### src/rtl/acl_poll_scheduler_if.sv
// Sample-port and event-port handshake bundle between the poll scheduler,
// the accelerometer sample source and the event consumer.
interface acl_poll_scheduler_if #(
    parameter int DATA_W = 10
);
    logic              smp_req;
    logic [1:0]        smp_axis;
    logic              smp_ack;
    logic [DATA_W-1:0] smp_data;
    logic              evt_valid;
    logic [1:0]        evt_axis;
    logic [DATA_W-1:0] evt_mag;
    logic              evt_read;

    modport master (
        output smp_req, smp_axis, evt_valid, evt_axis, evt_mag,
        input  smp_ack, smp_data, evt_read
    );

    modport slave (
        input  smp_req, smp_axis, evt_valid, evt_axis, evt_mag,
        output smp_ack, smp_data, evt_read
    );
endinterface

### src/rtl/acl_poll_scheduler.sv
// Round-robin X/Y/Z accelerometer poller with per-axis threshold, hysteresis
// and debounce, posting one event at a time to a read-strobe consumer.
module acl_poll_scheduler #(
    parameter int DATA_W   = 10,
    parameter int THRESH   = 16,
    parameter int HYST     = 4,
    parameter int DEBOUNCE = 3,
    parameter int POLL_DIV = 50000,
    parameter int TIMEOUT  = 255
) (
    input  logic                 clk,
    input  logic                 rst_n,
    input  logic                 enable,
    acl_poll_scheduler_if.master bus,
    input  logic                 err_clr,
    output logic                 timeout_err,
    output logic                 overrun,
    output logic                 led
);
    localparam int PW = (POLL_DIV > 1) ? $clog2(POLL_DIV) : 1;
    localparam int TW = $clog2(TIMEOUT + 1);
    localparam int CW = $clog2(DEBOUNCE + 1);

    localparam logic [PW-1:0]     PMAX = PW'(POLL_DIV - 1);
    localparam logic [TW-1:0]     TMAX = TW'(TIMEOUT - 1);
    localparam logic [CW-1:0]     DEB  = CW'(DEBOUNCE);
    localparam logic [DATA_W-1:0] TH   = DATA_W'(THRESH);
    localparam logic [DATA_W-1:0] LO   = DATA_W'(THRESH - HYST);

    typedef enum logic [1:0] {IDLE, REQ, EVAL} state_t;

    state_t            state, state_nxt;
    logic [PW-1:0]     poll_cnt;
    logic              tick;
    logic [TW-1:0]     to_cnt;
    logic [1:0]        axis;
    logic [DATA_W-1:0] smp_p0;
    logic [CW-1:0]     deb_cnt [3];
    logic [2:0]        armed;
    logic              evt_valid_q;
    logic [1:0]        evt_axis_q;
    logic [DATA_W-1:0] evt_mag_q;

    logic              ack_hit;
    logic              to_hit;
    logic [CW-1:0]     cnt_cur;
    logic [CW-1:0]     cnt_nxt;
    logic              armed_cur;
    logic              above;
    logic              below;
    logic              fire;
    logic              evt_load;
    logic              evt_drop;

    function automatic logic [CW-1:0] sat_inc(input logic [CW-1:0] c);
        return (c >= DEB) ? c : c + CW'(1);
    endfunction

    assign tick    = enable && (poll_cnt == PMAX);
    assign ack_hit = (state == REQ) && bus.smp_ack;
    assign to_hit  = (state == REQ) && !bus.smp_ack && (to_cnt == TMAX);

    always_ff @(posedge clk or negedge rst_n) begin
        if (!rst_n)
            poll_cnt <= '0;
        else if (!enable || poll_cnt == PMAX)
            poll_cnt <= '0;
        else
            poll_cnt <= poll_cnt + PW'(1);
    end

    always_ff @(posedge clk or negedge rst_n) begin
        if (!rst_n)
            state <= IDLE;
        else
            state <= state_nxt;
    end

    // A late tick is simply lost; disabling ends the round after the current axis.
    always_comb begin
        state_nxt = state;
        unique case (state)
            IDLE: if (tick) state_nxt = REQ;
            REQ: begin
                if (bus.smp_ack)
                    state_nxt = EVAL;
                else if (to_hit)
                    state_nxt = IDLE;
            end
            EVAL: state_nxt = (axis == 2'd2 || !enable) ? IDLE : REQ;
            default: state_nxt = IDLE;
        endcase
    end

    always_ff @(posedge clk or negedge rst_n) begin
        if (!rst_n) begin
            axis   <= 2'd0;
            to_cnt <= '0;
            smp_p0 <= '0;
        end else begin
            to_cnt <= ((state == REQ) && !bus.smp_ack) ? to_cnt + TW'(1) : '0;
            if (state == IDLE && tick)
                axis <= 2'd0;
            else if (state == EVAL && state_nxt == REQ)
                axis <= axis + 2'd1;
            if (ack_hit)
                smp_p0 <= bus.smp_data;
        end
    end

    // ---- EVAL stage: classify captured sample against the current axis state ----
    always_comb begin
        cnt_cur   = '0;
        armed_cur = 1'b0;
        unique case (axis)
            2'd0:    begin cnt_cur = deb_cnt[0]; armed_cur = armed[0]; end
            2'd1:    begin cnt_cur = deb_cnt[1]; armed_cur = armed[1]; end
            2'd2:    begin cnt_cur = deb_cnt[2]; armed_cur = armed[2]; end
            default: begin cnt_cur = '0;         armed_cur = 1'b0;     end
        endcase
        above   = smp_p0 > TH;
        below   = smp_p0 < LO;
        cnt_nxt = cnt_cur;
        if (above)
            cnt_nxt = sat_inc(cnt_cur);
        else if (below)
            cnt_nxt = '0;
        fire     = (state == EVAL) && armed_cur && (cnt_nxt == DEB);
        evt_load = fire && (!evt_valid_q || bus.evt_read);
        evt_drop = fire && !evt_load;
    end

    always_ff @(posedge clk or negedge rst_n) begin
        if (!rst_n) begin
            for (int i = 0; i < 3; i++) deb_cnt[i] <= '0;
            armed <= 3'b111;
        end else if (state == EVAL) begin
            for (int i = 0; i < 3; i++) begin
                if (axis == 2'(i)) begin
                    deb_cnt[i] <= cnt_nxt;
                    if (below)
                        armed[i] <= 1'b1;
                    else if (fire)
                        armed[i] <= 1'b0;
                end
            end
        end
    end

    // ---- event register: a new event takes priority over a same-cycle read ----
    always_ff @(posedge clk or negedge rst_n) begin
        if (!rst_n) begin
            evt_valid_q <= 1'b0;
            evt_axis_q  <= 2'd0;
            evt_mag_q   <= '0;
        end else if (evt_load) begin
            evt_valid_q <= 1'b1;
            evt_axis_q  <= axis;
            evt_mag_q   <= smp_p0;
        end else if (bus.evt_read) begin
            evt_valid_q <= 1'b0;
        end
    end

    always_ff @(posedge clk or negedge rst_n) begin
        if (!rst_n) begin
            timeout_err <= 1'b0;
            overrun     <= 1'b0;
        end else begin
            if (to_hit)
                timeout_err <= 1'b1;
            else if (err_clr)
                timeout_err <= 1'b0;
            if (evt_drop)
                overrun <= 1'b1;
            else if (err_clr)
                overrun <= 1'b0;
        end
    end

    assign bus.smp_req   = (state == REQ);
    assign bus.smp_axis  = axis;
    assign bus.evt_valid = evt_valid_q;
    assign bus.evt_axis  = evt_axis_q;
    assign bus.evt_mag   = evt_mag_q;
    assign led           = evt_valid_q;
endmodule

### src/flat_wrapper.sv
// flat-port wrapper written by rule: the top's interface ports become plain ports
module acl_poll_scheduler_flat 
#(
    parameter int DATA_W   = 10,
    parameter int THRESH   = 16,
    parameter int HYST     = 4,
    parameter int DEBOUNCE = 3,
    parameter int POLL_DIV = 50000,
    parameter int TIMEOUT  = 255
)
  (clk, rst_n, enable, err_clr, timeout_err, overrun, led, bus_smp_req, bus_smp_axis, bus_evt_valid, bus_evt_axis, bus_evt_mag, bus_smp_ack, bus_smp_data, bus_evt_read);
  acl_poll_scheduler_if #(.DATA_W(DATA_W)) bus_i ();
  input  logic clk;
  input  logic rst_n;
  input  logic enable;
  input  logic err_clr;
  output logic timeout_err;
  output logic overrun;
  output logic led;
  output wire logic [$bits(bus_i.smp_req)-1:0] bus_smp_req;
  output wire logic [$bits(bus_i.smp_axis)-1:0] bus_smp_axis;
  output wire logic [$bits(bus_i.evt_valid)-1:0] bus_evt_valid;
  output wire logic [$bits(bus_i.evt_axis)-1:0] bus_evt_axis;
  output wire logic [$bits(bus_i.evt_mag)-1:0] bus_evt_mag;
  input wire logic [$bits(bus_i.smp_ack)-1:0] bus_smp_ack;
  input wire logic [$bits(bus_i.smp_data)-1:0] bus_smp_data;
  input wire logic [$bits(bus_i.evt_read)-1:0] bus_evt_read;
  assign bus_smp_req = bus_i.smp_req;
  assign bus_smp_axis = bus_i.smp_axis;
  assign bus_evt_valid = bus_i.evt_valid;
  assign bus_evt_axis = bus_i.evt_axis;
  assign bus_evt_mag = bus_i.evt_mag;
  assign bus_i.smp_ack = bus_smp_ack;
  assign bus_i.smp_data = bus_smp_data;
  assign bus_i.evt_read = bus_evt_read;
  acl_poll_scheduler #(.DATA_W(DATA_W), .THRESH(THRESH), .HYST(HYST), .DEBOUNCE(DEBOUNCE), .POLL_DIV(POLL_DIV), .TIMEOUT(TIMEOUT)) u_core (.clk(clk), .rst_n(rst_n), .enable(enable), .bus(bus_i), .err_clr(err_clr), .timeout_err(timeout_err), .overrun(overrun), .led(led));
endmodule
### config.mk
export PLATFORM = sky130hd
export DESIGN_NAME = acl_poll_scheduler_flat
export DESIGN_NICKNAME = d
export VERILOG_FILES = /design/src/rtl/acl_poll_scheduler_if.sv /design/src/rtl/acl_poll_scheduler.sv /design/src/flat_wrapper.sv
export SDC_FILE = /design/constraint.sdc
export NUM_CORES = 1
export LEC_CHECK = 0
export CORE_MARGIN = 5
export CORE_UTILIZATION = 45
export CTS_CLUSTER_SIZE = 8
export DETAILED_ROUTE_END_ITERATION = 10
export GPL_TIMING_DRIVEN = 0
export PLACE_DENSITY = 0.67
export REMOVE_ABC_BUFFERS = 1
export SLEW_MARGIN = 0
export SYNTH_ARGS = -nofsm -noshare
export SYNTH_HDL_FRONTEND = slang
export SYNTH_SLANG_ARGS = --single-unit
### constraint.sdc
create_clock -name clk -period 5.25 [get_ports clk]
set_input_delay 1.575 -clock clk [delete_from_list [all_inputs] [get_ports clk]]
set_output_delay 1.575 -clock clk [all_outputs]
set_load 0.02 [all_outputs]
---- Yosys cells after proc, flatten, opt, wreduce, memory -nomap -nowiden ----
Index checks and enable logic that the tools add are counted.
cells by class
  reduce and logical (&&, ||, !) cells .... 30
  $lt $le $gt $ge ......................... 3
  add/subtract/negate cells ............... 4
  eq/ne operators ......................... 8
  multiplexer cells ....................... 21
operators with widths
  cell                                                             number
  adder 16 x 1 -> 16 bit (second input constant)                   1
  == test 16 bit (second input constant)                           1
  2-to-1 mux 16 bit                                                1
  2-to-1 mux 2 bit                                                 8
  case mux 2 bit (3 select lines)                                  2
  greater-than comparator 10 x 5 -> 1 bit (second input constant)  1
  logical AND 1 bit                                                10
  < comparator 10 x 4 -> 1 bit (second input constant)             1
  nonzero test 2 bit                                               5
  AND reduction 3 bit                                              3
  adder 8 x 1 -> 8 bit (second input constant)                     1
  == test 8 bit (second input constant)                            1
  2-to-1 mux 1 bit                                                 8
  2-to-1 mux 8 bit                                                 1
  == test 2 x 1 -> 1 bit (second input constant)                   3
  == test 2 bit (second input constant)                            3
  AND reduction 2 bit                                              3
  adder 2 x 1 -> 2 bit (second input constant)                     2
  logical NOT 1 bit                                                4
  logical NOT 2 bit                                                2
  logical OR 1 bit                                                 3
  case mux 1 bit (3 select lines)                                  1
  greater-or-equal comparator 2 bit (second input constant)        1
storage, ports and cells
  input port bits ......................... 16
  word-level logic and storage cells ...... 82
  register bits ........................... 62
  output and inout bits ................... 19

---- Longest topological paths before layout ----
Gate-level depths: netlist of the first run.
  depth after elaboration ................. 11
  depth in mapped cells ................... 7
  mapped depth without buffers ............ 6

---- Least setup slack after synthesis of the first run ----
OpenSTA, ideal clock, no wires.
  kind .................................... input to register
  start ................................... in bus_evt_read
  end ..................................... reg u_core.evt_axis_q[0] (netlist: u_core.bus.evt_axis[0])
  setup slack ............................. 2.781 ns
  path buffers ............................ 1
  arrival time ............................ 2.344 ns
  cell stages on the path ................. 4
  setup time .............................. 0.125 ns
  data required time ...................... 5.125 ns
  cell sequence ........................... nand2b_1 -> o211ai_2 -> buf_6 -> mux2_4
on the way
  cells in the longest elaborated chain, start to end .. 2
RTL lines
  what                  line                       text
  from (decl)           flat_wrapper.sv:27         input wire logic [$bits(bus_i.evt_read)-1:0] bus_evt_read;
  logical OR 1 bit      acl_poll_scheduler.sv:129  evt_load = fire && (!evt_valid_q || bus.evt_read);
  logical AND 1 bit     acl_poll_scheduler.sv:129
  to (signal assigned)  acl_poll_scheduler.sv:158  evt_axis_q <= axis;
  to (decl)             acl_poll_scheduler.sv:41   logic [1:0] evt_axis_q;
No other way between the ends.
A chain may end at the register's enable or synchronous reset.

---- Worst setup path after layout of the first run ----
  start ................................... reg u_core.state[1]
  end ..................................... out bus_smp_req
on the way
  cells in the longest elaborated chain, start to end .. 1
RTL lines
  what                    line                       text
  from (decl)             acl_poll_scheduler.sv:32   state_t state, state_nxt;
  from (signal assigned)  acl_poll_scheduler.sv:76   state <= state_nxt;
  == test 2 x 1 -> 1 bit  acl_poll_scheduler.sv:181  assign bus.smp_req = (state == REQ);
  to (decl)               flat_wrapper.sv:20         output wire logic [$bits(bus_i.smp_req)-1:0] bus_smp_req;
No other way between the ends.

==> results_dict.tcl, run 1 <==
set metrics [dict create \
    synth_cell_types 44 \
    rsz0062_at_grt "no" \
    yosys_warnings 0 \
    period_share_pct 61.8 \
    cts.sinks 62 \
    period_needed_ps 3250 \
    antenna_found_initial 0 \
    synth-adder-area-share_pct 3.07 \
    drive_above_1_share_pct 15.6 \
    synth_xor_area_share_pct 5.53 \
    chipWidth_um 89.6 \
    setup_viol 0 \
    p_leak_nw 1.59 \
    synth_compound_gate_area_share_pct 8.25 \
    area_delta_synth_final_pct 21.3 \
    critPathLaunchType "register" \
    tritoncts "done" \
    cap_violations 0 \
    hold_ws_ps 488 \
    irDropWorstVdd_v 0.000203 \
    clock_latency_ps 330 \
    grt_first_pass_wirelength_um 9130 \
    avgSynthCellArea_um2 11.7 \
    tightest_slew_ps 916 \
    path_clk_slew_ps 60 \
    layout.nets 307 \
    portBuffers 34 \
    ant_nets 0 \
    start_util_pct 45.7 \
    wl_um 5440 \
    crit_type "reg2out" \
    root_buffer "clkbuf_8" \
    slew_headroom_pct 38.8 \
    dieArea_mm2 0.00803 \
    hold_violations 0 \
    ios 35 \
    synth_mux_area_share_pct 10.0 \
    ys.flop_type "dfrtp_1" \
    synth_top_family_by_area "simple AND/OR/NAND/NOR gates" \
    max-clock-path-buffers 2 \
    drt-initial-drc-count 132 \
    grt.overflow.total 0 \
    synth_cells 243 \
    htree_levels 3 \
    mappedNetlistArea_mm2 0.00285 \
    cp_max_fo 4 \
    gp_congestion 0.877 \
    drt_pass1_iterations 4 \
    synth-edff-count 0 \
    status "finished clean" \
    required_ps 3680 \
    std_cell_rows 29 \
    fp.dieH_um 89.6 \
    fmax_mhz 308 \
    hold_buffers 0 \
    powerDensity_mw_per_mm2 259 \
    cts_setup_buffers 0 \
    core_mm2 0.00624 \
    drcViolationCount 0 \
    grt_use_total_pct 15.0 \
    ys_ff_latch 62 \
    reg2reg_depth 6 \
    cp-end-kind "output port" \
    synthArstFlopShare_pct 100 \
    holdPathStages 1 \
    wl_per_cell_um 14.9 \
    grt_max_degree 40 \
    min_path_type "reg2reg" \
    place_hpwl_um 3920 \
    skew_ps 7.44 \
    finalSetupTns_ps 0 \
    cts_buffers 9 \
    cts_resized 0 \
    grt_pass1_vias 1905 \
    critPathArrivalTime_ps 1670 \
    vias_per_cell 5.25 \
    slew_viol_final 0 \
    diodes 0 \
    yosys.area_share.simple_pct 16.1 \
    num_vias 1920 \
    ys_seq_area_share_pct 54.5 \
]
layout make-up:
cell class                      instances  area [um^2]
Multi-Input combinational cell        165         1230
Clock buffer                           13          169
Timing Repair Buffer                   35          355
Inverter                               11         41.3
Clock inverter                          3         17.5
Tap cell                               77         96.3
Fill cell                             559         2780
Sequential cell                        62         1560
synthesized netlist by cell type, types with 3 or more instances:
cell / instances / area (um^2)
a222oi_1: 3 / 30.0
and4_1: 5 / 43.8
and3_1: 4 / 25.0
o21ai_0: 5 / 25.0
inv_1: 11 / 41.3
o221ai_1: 3 / 26.3
xor2_1: 16 / 140
mux2_2: 10 / 113
nor2_1: 21 / 78.8
nand2_1: 20 / 75.1
clkbuf_1: 3 / 11.3
dfrtp_1: 59 / 1480
a21oi_1: 3 / 15.0
nand2b_1: 3 / 18.8
o21ai_1: 7 / 35.0
dfstp_2: 3 / 78.8
ha_1: 7 / 87.6
nand4_1: 7 / 43.8
and2_1: 4 / 25.0
nand3_1: 11 / 55.1
mux2_4: 10 / 150
metrics by stage:
stage	utilization (%)	setup WS [ps]	area [um^2]	instances	power, mW
finish	55.5	2000	3460	366	0.895
CTS	55.5	1960	3460	366	0.907
global placement	52.2	584	3260	349	0.518
detailed placement	52.5	2030	3270	350	0.519
global route	55.5	1950	3460	366	0.936
floorplan	-	2670	2820	238	0.495
state kept, by name (all words and copies together), names as in the netlist:
| register | flops |
|---|---|
| u_core.poll_cnt | 16 |
| u_core.bus.evt_mag | 10 |
| u_core.smp_p0 | 10 |
| u_core.to_cnt | 8 |
| u_core.deb_cnt | 6 |
| u_core.armed | 3 |
| u_core.bus.evt_axis | 2 |
| u_core.bus.smp_axis | 2 |
| u_core.state | 2 |
| u_core.bus.evt_valid | 1 |
| u_core.overrun | 1 |
| u_core.timeout_err | 1 |
critical path, cell delays in order, from the launching register on:
cell and delay, ps:
dfrtp_1 390, nor2b_1 280, clkdlybuf4s50_1 670
path summary, 6_finish.rpt:
kind / start / slack [ps] / endpoint
max in group asynchronous: rst_n / 3360 / u_core.armed[2]
max: u_core.state[1] / 2000 / bus_smp_req
min reg2reg: u_core.smp_p0[9] / 490 / u_core.bus.evt_mag[9]
max reg2reg: u_core.bus.smp_axis[0] / 2380 / u_core.bus.evt_mag[9]
min in group asynchronous: rst_n / 1230 / u_core.poll_cnt[10]
min: u_core.smp_p0[9] / 490 / u_core.bus.evt_mag[9]
power by group:
group / leakage [nW] / internal (mW) / switching (mW)
combinational: 0.642 / 0.0129 / 0.0145
clock: 0.0954 / 0.209 / 0.177
sequential: 0.848 / 0.480 / 0.00238
total: 1.59 / 0.701 / 0.194
metal layers:
| layer | routed length (um) | up-vias | global-route usage [%] |
|---|---|---|---|
| met1 | 2570 | 930 | 20.7 |
| met3 | 285 | 10 | 4.11 |
| met4 | 87 | 0 | 5.28 |
| li1 | - | 944 | - |
| met5 | 0 | - | 0 |
| met2 | 2490 | 36 | 22.7 |
kinds of logic (layout without fill, tap and decap cells):
logic type                 after synthesis  after routing
AOI/OAI and AO/OA                       32             32
and+or+nand+nor                         86             86
buffers and inverters                   16             62
DFF                                     62             62
muxes                                   22             22
xor gates and xnor gates                18             18
adders and majority gates                7              7
layout by cell type, fill, tap and decap left out, drive strengths merged, types with 2 or more instances in the layout:
cell	count
nor4bb	2
and4	5
nand2	20
and3	4
clkdlybuf4s50	33
nor2	21
nand3	11
or3	2
nand2b	3
inv	11
a222oi	3
dfrtp	59
nand4	7
xor2	16
and2	4
mux2	22
o21ai	12
o221ai	3
a21oi	4
dfstp	3
o21a	2
xnor2	2
clkinv	2
buf	2
ha	7
nor4b	2
clkbuf	13
(Power assumes the default switching activity.)
==> run 2, diff against run 1 <==
--- a/config.mk
+++ b/config.mk
@@ -10,7 +10,7 @@
 export CTS_CLUSTER_SIZE = 8
 export DETAILED_ROUTE_END_ITERATION = 10
 export GPL_TIMING_DRIVEN = 0
-export PLACE_DENSITY = 0.67
+export PLACE_DENSITY = 0.69
 export REMOVE_ABC_BUFFERS = 1
 export SLEW_MARGIN = 0
 export SYNTH_ARGS = -nofsm -noshare
==> constraint.sdc (replaced) <==
create_clock -name clk -period 2.8 [get_ports clk]
set_input_delay 0.84 -clock clk [delete_from_list [all_inputs] [get_ports clk]]
set_output_delay 0.84 -clock clk [all_outputs]
set_load 0.02 [all_outputs]
==> results_dict.tcl, run 2 (synthesis gave the netlist of run 1 again) <==
set metrics [dict create \
    crit_type "reg2out" \
    grt_pass1_vias 1941 \
    grt_use_total_pct 15.2 \
    drt-initial-drc-count 79 \
    reg2reg_from "u_core.bus.smp_axis[0]" \
    cp_top_family "buffers and inverters" \
    core_mm2 0.00624 \
    cp-end-kind "output port" \
    root_buffer "clkbuf_8" \
    rsz0062_at_grt "no" \
    status "finished clean" \
    num_vias 1970 \
    drive_above_1_share_pct 16.5 \
    reg2reg_slack_ps 300 \
    portBuffers 34 \
    largest_register_ffs 16 \
    slew_headroom_pct 60.1 \
    ios 35 \
    layout_commonest_cell "dfrtp_1" \
    mostFrequentLayoutCells "59 x dfrtp_1, 33 x clkdlybuf4s50_1, 21 x nor2_1" \
    fp.dieH_um 89.6 \
    start_util_pct 45.7 \
    grtUsageMet3_pct 4.01 \
    ant_nets 0 \
    p_leak_nw 1.60 \
    layout.nets 309 \
    period_needed_ps 2580 \
    std_cell_rows 29 \
    reg2reg_depth 7 \
    irDropWorstVdd_v 0.000277 \
    setup_viol 0 \
    hold_buffers 0 \
    fmax_mhz 387 \
    place_hpwl_um 4020 \
    critPathArrivalTime_ps 1740 \
    grt_max_degree 41 \
    min_path_type "in2async" \
    tightest_slew_ps 595 \
    gp_congestion 0.785 \
    stdcell_area_mm2 0.00350 \
    finalSetupTns_ps 0 \
    slowest_stage "clkdlybuf4s50_1" \
    place_area_mm2 0.00327 \
    cp_max_fo 4 \
    drcViolationCount 0 \
    grt.overflow.total 0 \
    hold_violations 0 \
    chipWidth_um 89.6 \
    cp_num_buf_inv 1 \
    grt_util_met1_pct 19.8 \
    grt_first_pass_wirelength_um 9110 \
    skew_ps 7.83 \
    busiest_layer "met2" \
    fin_util_pct 56.0 \
    tritoncts "done" \
    cap_violations 0 \
    htree_levels 3 \
    powerDensity_mw_per_mm2 500 \
    critPathLaunchType "register" \
    slowest_delay_ps 670 \
    dieArea_mm2 0.00803 \
    area_delta_synth_final_pct 22.5 \
    drt_pass1_iterations 4 \
    cts.sinks 62 \
    required_ps 1960 \
    clock_latency_ps 360 \
    wl_per_cell_um 15.1 \
    power_mw 1.75 \
    wl_um 5570 \
    path_clk_slew_ps 80 \
    cp_cell_sequence "nor2b_1 -> clkdlybuf4s50_1" \
    max-clock-path-buffers 2 \
    period_share_pct 92.2 \
    timing.rr.end "u_core.bus.evt_axis[1]" \
    top_register "u_core.poll_cnt" \
    hold_ws_ps 454 \
    slew_viol_final 0 \
    cts_buffers 9 \
    antenna_found_initial 0 \
    diodes 0 \
    grtUsageMet2_pct 23.5 \
    vias_per_cell 5.35 \
]
==> run 2: cell count changes in the layout (fill, tap and decap cells not counted) <==
cell       change
bufinv_16      +1
o211ai_4       +1
clkinv_4       +2
inv_6          +1
o211ai_2       -1
buf_4          +2
clkbuf_8       -3
clkbuf_1       -1
==> run 2: what timing repair did <==
action                                  4_1_cts  5_1_grt
pin swaps                                     0        1
endpoints found under the setup margin       12       12
buffers inserted                              0        2
resized for setup                             1        0
==> run 2: how the worst max path moves through the flow <==
| stage | start | endpoint | slack, ps | depth (start not counted) |
|---|---|---|---|---|
| global route | u_core.state[1] | bus_smp_req | 160 | 2 |
| global placement | rst_n | u_core.poll_cnt[5] | -1110 | 1 |
| finish | u_core.state[1] | bus_smp_req | 220 | 2 |
| CTS | u_core.bus.smp_axis[0] | u_core.bus.evt_axis[1] | 80 | 6 |
| detailed placement | u_core.bus.smp_axis[0] | u_core.bus.evt_axis[1] | -100 | 6 |
| floorplan | u_core.bus.smp_axis[0] | u_core.bus.evt_axis[1] | 220 | 6 |
==> run 2: where the power goes <==
part / internal [mW] / total, mW / switching (mW)
combinational: 0.0243 / 0.0517 / 0.0274
sequential: 0.899 / 0.904 / 0.00477
clock: 0.413 / 0.793 / 0.380
total: 1.34 / 1.75 / 0.413
==> run 2: layer usage <==
layer  wire length [um]  up-vias
met3                215       12
met5                  0        -
met1               2550      974
met2               2700       30
met4                107        0
li1                   -      954
==> run 2: area by class of cell <==
| cell class | count | area, um^2 |
|---|---|---|
| Clock buffer | 9 | 124 |
| Clock inverter | 7 | 73.8 |
| Fill cell | 549 | 2750 |
| Inverter | 11 | 41.3 |
| Multi-Input combinational cell | 165 | 1230 |
| Sequential cell | 62 | 1560 |
| Tap cell | 77 | 96.3 |
| Timing Repair Buffer | 37 | 370 |
==> run 2: per-stage QoR <==
step,cells,worst slack (ps)
after CTS,366,81.6
after floorplan,238,217
after detailed placement,350,-96.8
after global routing,368,163
after global placement,349,-1110
final,368,217
==> run 2: worst reg2reg max path, delay by kind of cell, from the launching register on <==
kind                       cells  cell delay, ps
AOI/OAI and AO/OA              3             980
adders and majority gates      1             270
buffers and inverters          2             290
DFF                            1             470
muxes                          1             380
